### src/rtl/tc2sm_converter_32_pkg.sv
// ============================================================================
// Module   : tc2sm_converter_32_pkg
// Brief    : Shared state encodings and default widths for tc2sm_converter_32.
// Revision : 1.0
// ============================================================================
`default_nettype none

package tc2sm_converter_32_pkg;

  localparam int c_DATA_W  = 32;
  localparam int c_CHUNK_W = 8;

  typedef enum logic [1:0] {
    IDLE = 2'd0,
    BUSY = 2'd1,
    DONE = 2'd2
  } state_e;

endpackage

`default_nettype wire

### src/rtl/tc2sm_converter_32_inc_chunk.sv
// ============================================================================
// Module   : half_adder / inc_chunk
// Brief    : Half-adder cell and the CHUNK_W-bit ~chunk + cin chain built from it.
// Revision : 1.0
// ============================================================================
`default_nettype none

module half_adder (
  input  logic a_i,
  input  logic b_i,
  output logic sum_o,
  output logic carry_o
);
  assign sum_o   = a_i ^ b_i;
  assign carry_o = a_i & b_i;
endmodule

module inc_chunk #(
  parameter int CHUNK_W = 8
) (
  input  logic [CHUNK_W-1:0] chunk_i,
  input  logic               cin_i,
  output logic [CHUNK_W-1:0] sum_o,
  output logic               cout_o
);
  logic [CHUNK_W:0] w_carry;

  assign w_carry[0] = cin_i;

  genvar i;
  generate
    for (i = 0; i < CHUNK_W; i++) begin : g_ha
      half_adder u_ha (
        .a_i    (~chunk_i[i]),
        .b_i    (w_carry[i]),
        .sum_o  (sum_o[i]),
        .carry_o(w_carry[i+1])
      );
    end
  endgenerate

  assign cout_o = w_carry[CHUNK_W];
endmodule

`default_nettype wire

### src/rtl/tc2sm_converter_32.sv
// ============================================================================
// Module   : tc2sm_converter_32
// Brief    : Chunk-serial two's-complement to sign-magnitude converter.
// Revision : 1.0
// ============================================================================
`default_nettype none

module tc2sm_converter_32
  import tc2sm_converter_32_pkg::*;
#(
  parameter int DATA_W  = c_DATA_W,
  parameter int CHUNK_W = c_CHUNK_W
) (
  input  logic              sys_clk,
  input  logic              sys_rst_n,
  input  logic [DATA_W-1:0] data_i,
  input  logic              valid_i,
  output logic              ready_o,
  output logic              sign_o,
  output logic [DATA_W-1:0] mag_o,
  output logic              valid_o,
  input  logic              ready_i
);

  localparam int c_NCHUNK = DATA_W / CHUNK_W;
  localparam int c_CNT_W  = (c_NCHUNK > 1) ? $clog2(c_NCHUNK) : 1;

  state_e              state_q, state_d;
  logic [DATA_W-1:0]   shift_q, shift_d;
  logic [DATA_W-1:0]   acc_q, acc_d;
  logic                sign_r_q, sign_r_d;
  logic                carry_q, carry_d;
  logic [c_CNT_W-1:0]  cnt_q, cnt_d;
  logic                drain_q, drain_d;
  logic                sign_out_q, sign_out_d;
  logic [DATA_W-1:0]   mag_out_q, mag_out_d;

  logic [CHUNK_W-1:0]  w_inc_sum;
  logic                w_inc_cout;
  logic [CHUNK_W-1:0]  w_chunk;

  inc_chunk #(.CHUNK_W(CHUNK_W)) u_inc (
    .chunk_i(shift_q[CHUNK_W-1:0]),
    .cin_i  (carry_q),
    .sum_o  (w_inc_sum),
    .cout_o (w_inc_cout)
  );

  assign w_chunk = sign_r_q ? w_inc_sum : shift_q[CHUNK_W-1:0];

  always_comb begin
    state_d    = state_q;
    shift_d    = shift_q;
    acc_d      = acc_q;
    sign_r_d   = sign_r_q;
    carry_d    = carry_q;
    cnt_d      = cnt_q;
    drain_d    = drain_q;
    sign_out_d = sign_out_q;
    mag_out_d  = mag_out_q;
    case (state_q)
      IDLE: begin
        if (valid_i) begin
          shift_d  = data_i;
          sign_r_d = data_i[DATA_W-1];
          carry_d  = 1'b1;
          cnt_d    = '0;
          drain_d  = 1'b0;
          state_d  = BUSY;
        end
      end
      BUSY: begin
        // The cycle after the last chunk copies the result into the output stage.
        if (drain_q) begin
          drain_d    = 1'b0;
          sign_out_d = sign_r_q;
          mag_out_d  = acc_q;
          state_d    = DONE;
        end else begin
          acc_d   = {w_chunk, acc_q[DATA_W-1:CHUNK_W]};
          shift_d = shift_q >> CHUNK_W;
          if (sign_r_q) begin
            carry_d = w_inc_cout;
          end
          if (cnt_q == c_CNT_W'(c_NCHUNK - 1)) begin
            cnt_d   = '0;
            drain_d = 1'b1;
          end else begin
            cnt_d = cnt_q + 1'b1;
          end
        end
      end
      DONE: begin
        if (ready_i) begin
          state_d = IDLE;
        end
      end
      default: state_d = IDLE;
    endcase
  end

  always_ff @(posedge sys_clk or negedge sys_rst_n) begin
    if (!sys_rst_n) begin
      state_q    <= IDLE;
      shift_q    <= '0;
      acc_q      <= '0;
      sign_r_q   <= 1'b0;
      carry_q    <= 1'b0;
      cnt_q      <= '0;
      drain_q    <= 1'b0;
      sign_out_q <= 1'b0;
      mag_out_q  <= '0;
    end else begin
      state_q    <= state_d;
      shift_q    <= shift_d;
      acc_q      <= acc_d;
      sign_r_q   <= sign_r_d;
      carry_q    <= carry_d;
      cnt_q      <= cnt_d;
      drain_q    <= drain_d;
      sign_out_q <= sign_out_d;
      mag_out_q  <= mag_out_d;
    end
  end

  assign ready_o = (state_q == IDLE);
  assign valid_o = (state_q == DONE);
  assign sign_o  = sign_out_q;
  assign mag_o   = mag_out_q;

endmodule

`default_nettype wire

### config.mk
export PLATFORM = sky130hd
export DESIGN_NAME = tc2sm_converter_32
export DESIGN_NICKNAME = d
export VERILOG_FILES = /design/src/rtl/tc2sm_converter_32_pkg.sv /design/src/rtl/tc2sm_converter_32_inc_chunk.sv /design/src/rtl/tc2sm_converter_32.sv
export SDC_FILE = /design/constraint.sdc
export NUM_CORES = 1
export LEC_CHECK = 0
export BUFFER_PORTS_ARGS = -buffer_cell sky130_fd_sc_hd__buf_2
export CAP_MARGIN = 10
export CORE_MARGIN = 1.5
export CORE_UTILIZATION = 27
export DETAILED_ROUTE_END_ITERATION = 8
export PLACE_DENSITY = 0.41
export SYNTH_ARGS = -nofsm -noshare
export SYNTH_HDL_FRONTEND = slang
export SYNTH_SLANG_ARGS = --single-unit
### constraint.sdc
create_clock -name sys_clk -period 6.3 [get_ports sys_clk]
set_input_delay 1.575 -clock sys_clk [delete_from_list [all_inputs] [get_ports sys_clk]]
set_output_delay 1.575 -clock sys_clk [all_outputs]
set_load 0.05 [all_outputs]
==> impl_metrics.csv <==
group,metric,value,unit
timing,setup_viol,0,
place,gp_congestion,0.761,
worst_setup_path,crit_path_max_incr_delay,0.41,ns
cells_and_area,ff_latch_area,2600,um2
timing,max_freq,352,MHz
timing,rsz0062_at_grt,"false",
clocking,htreeDepth,3,
routing,routedWlPerCell,14.2,um
routing,drt-pass1-iter-count,4,
global_routing,antenna_found_initial,0,
floorplan,rows,46,
clocking,clkTransAtPathRegs,0.06,ns
clocking,hold_buffers,0,
synth,syn-cell-area,4340,um2
run_status,status,"completed",
routing,wl,8.98,mm
synth,synth_top_cell_area_share,0.600,
job,max_cap_violations,0,
timing,relSlewSlack,0.372,
routing,dr_total_vias,2815,
timing,period_share,0.451,
cells_and_area,nFillCells,1666,
global_routing,first_global_vias,2830,
worst_setup_path,critPathTopFamily,"buffers and inverters",
timing,worstMarginPinSlew,0.942,ns
worst_setup_path,worst_r2r_endpoint,"acc_q[31]",
floorplan,floorplan.die_area,16800,um2
worst_setup_path,cp_slowest_cell,"buf_4",
floorplan,die_w,130,um
worst_setup_path,crit_buf_inv,3,
worst_setup_path,arrival,3.07,ns
hold_path,hp-class,"flip-flop to flip-flop",
clocking,insertion_delay,0.34,ns
worst_setup_path,cp.required,6.53,ns
synth,yosysUniqueCellTypes,26,
worst_setup_path,crit_chain,"buf_2 > nor3b_2 > buf_4 > nor2_8 > inv_2 > mux2_2",
clocking,cts_buffers,9,
cells_and_area,synthToLayoutAreaGrowth,19.8,%
floorplan,ioPinCount,71,
hold_path,min_from,"mag_o[20]",
worst_setup_path,path_class,"input port to flip-flop",
worst_setup_path,r2r_cells,11,
clocking,cts_setup_buffers,0,
synth,synth_top_cell_by_area,"dfrtp_1",
global_routing,grt_pass1_wl,14.9,mm
timing,slew_violations,0,
global_routing,grt_max_degree,61,
synth,syn-instance-count,350,
routing,ant_nets,0,
synth,synth.avg_cell_area,12.4,um2
timing,post-route-min-period,2.84,ns
cells_and_area,multi_input_area,1570,um2
worst_setup_path,r2r_start,"shift_q[0]",
floorplan,coreArea,15800,um2
timing,skew,0.00890,ns
worst_setup_path,cp-end-kind,"flip-flop",
worst_setup_path,start_kind,"input port",
synth,syn_nets,395,
floorplan,start_util,0.275,
global_routing,overflow,0,
worst_setup_path,rrSetupSlack,3.90,ns
cells_and_area,final_net_count,458,
timing,fin_setup_tns,0,ns
timing,hold_viol,0,
place,hpwl,5.81,mm
clocking,clockRootBuffer,"clkbuf_16",
cells_and_area,drive_gt1_frac,0.360,
routing,drc,0,
clocking,clock_sinks,104,
global_routing,grt_usage,0.114,
worst_setup_path,crit_fanout,36,
hold_path,worstHoldPathCells,1,
clocking,cts_buffer_depth,2,
synth,synth_warnings,0,
place,port_buffers,70,
routing,via_per_inst,4.45,
floorplan,chipHeight,130,um
synth,seq_area_frac_synth,0.600,
hold_path,holdPathEnd,"mag_o[20]",
cells_and_area,antenna_cells,0,
clocking,cts_tree,"done",
synth,synthTopCellsByArea,"dfrtp_1, mux2_2, nand2_1",
routing,drt-initial-drc-count,101,
clocking,cts_resized,0,
synth,ys_seq_elements,104,
state kept, by name, summed over array words and instances (netlist names):
register and cells:
shift_q 32, mag_o 32, sign_o 1, acc_q 32, sign_r_q 1, state_q 2, drain_q 1, carry_q 1
cnt_q 2
how the worst max path moves through the flow:
stage / endpoint / slack, ns / from / cells after the start
after floorplan: ready_o / 3.63 / state_q[1] / 1
after global placement: cnt_q[0] / 3.09 / valid_i / 6
after detailed placement: cnt_q[0] / 3.09 / valid_i / 6
after CTS: valid_o / 3.43 / state_q[0] / 3
after global routing: valid_o / 3.37 / state_q[0] / 3
final: cnt_q[0] / 3.46 / valid_i / 6
metrics by stage:
stage	hold WS [ns]	setup WS (ns)	area (um2)	utilization	instances
2_1_floorplan	0.454	3.63	4340	-	350
3_3_place_gp	0.467	3.09	4880	0.309	618
3_5_place_dp	0.475	3.09	4880	0.309	618
4_1_cts	0.490	3.43	5200	0.329	633
5_1_grt	0.497	3.37	5200	0.329	633
6_report	0.481	3.46	5200	0.329	633
per-layer routing:
layer | GRT usage | vias up | part of all wire
met1 | 0.160 | 1381 | 0.50
met4 | 0.0333 | 0 | 0.0090
met3 | 0.0406 | 6 | 0.059
met2 | 0.167 | 80 | 0.43
li1 | - | 1348 | -
met5 | 0 | - | 0
cell usage after synthesis:
cell type	n
nor2b_1	1
a211oi_1	1
nor3b_4	1
nand2b_1	2
nor3_1	25
buf_4	2
a31oi_1	25
nor2_1	9
buf_2	14
buf_6	2
ha_1	9
mux2_1	3
nand2_1	50
o21ai_0	2
inv_2	1
nand2_2	1
nor2_8	1
nor3b_1	1
mux2_2	56
clkbuf_1	4
dfrtp_1	104
buf_1	1
a21oi_1	8
mux2i_1	8
inv_1	10
a22o_1	9
area by class of cell:
class	count	share of cell area
Sequential cell	104	0.501
Multi-Input combinational cell	212	0.303
Timing Repair Buffer	75	0.0751
Tap cell	216	0.0520
Clock buffer	11	0.0467
Clock inverter	4	0.0147
Inverter	11	0.00795
cell usage in the layout, fill, tap and decap left out, types with 2 or more instances in the layout:
cell and count:
dfrtp_1 104, buf_2 69, mux2_2 56, nand2_1 50, nor3_1 25, a31oi_1 25
inv_1 10, nor2_1 9, a22o_1 9, ha_1 9, clkbuf_16 9, mux2i_1 8
a21oi_1 8, buf_4 6, mux2_1 3, nand2b_1 2, o21ai_0 2, bufinv_16 2
cells by family (layout without fill, tap and decap cells):
group	Yosys count	in the layout	synth area share
adders and majority gates	9	9	0.0260
muxes	67	67	0.172
DFF	104	104	0.600
AOI/OAI and AO/OA	45	45	0.0675
and+or+nand+nor	91	91	0.0963
buffers and inverters	34	101	0.0386
Power is left out: the tool's default activity adds up to more than one toggle a clock period on the data nets, which glitch-free logic cannot reach.
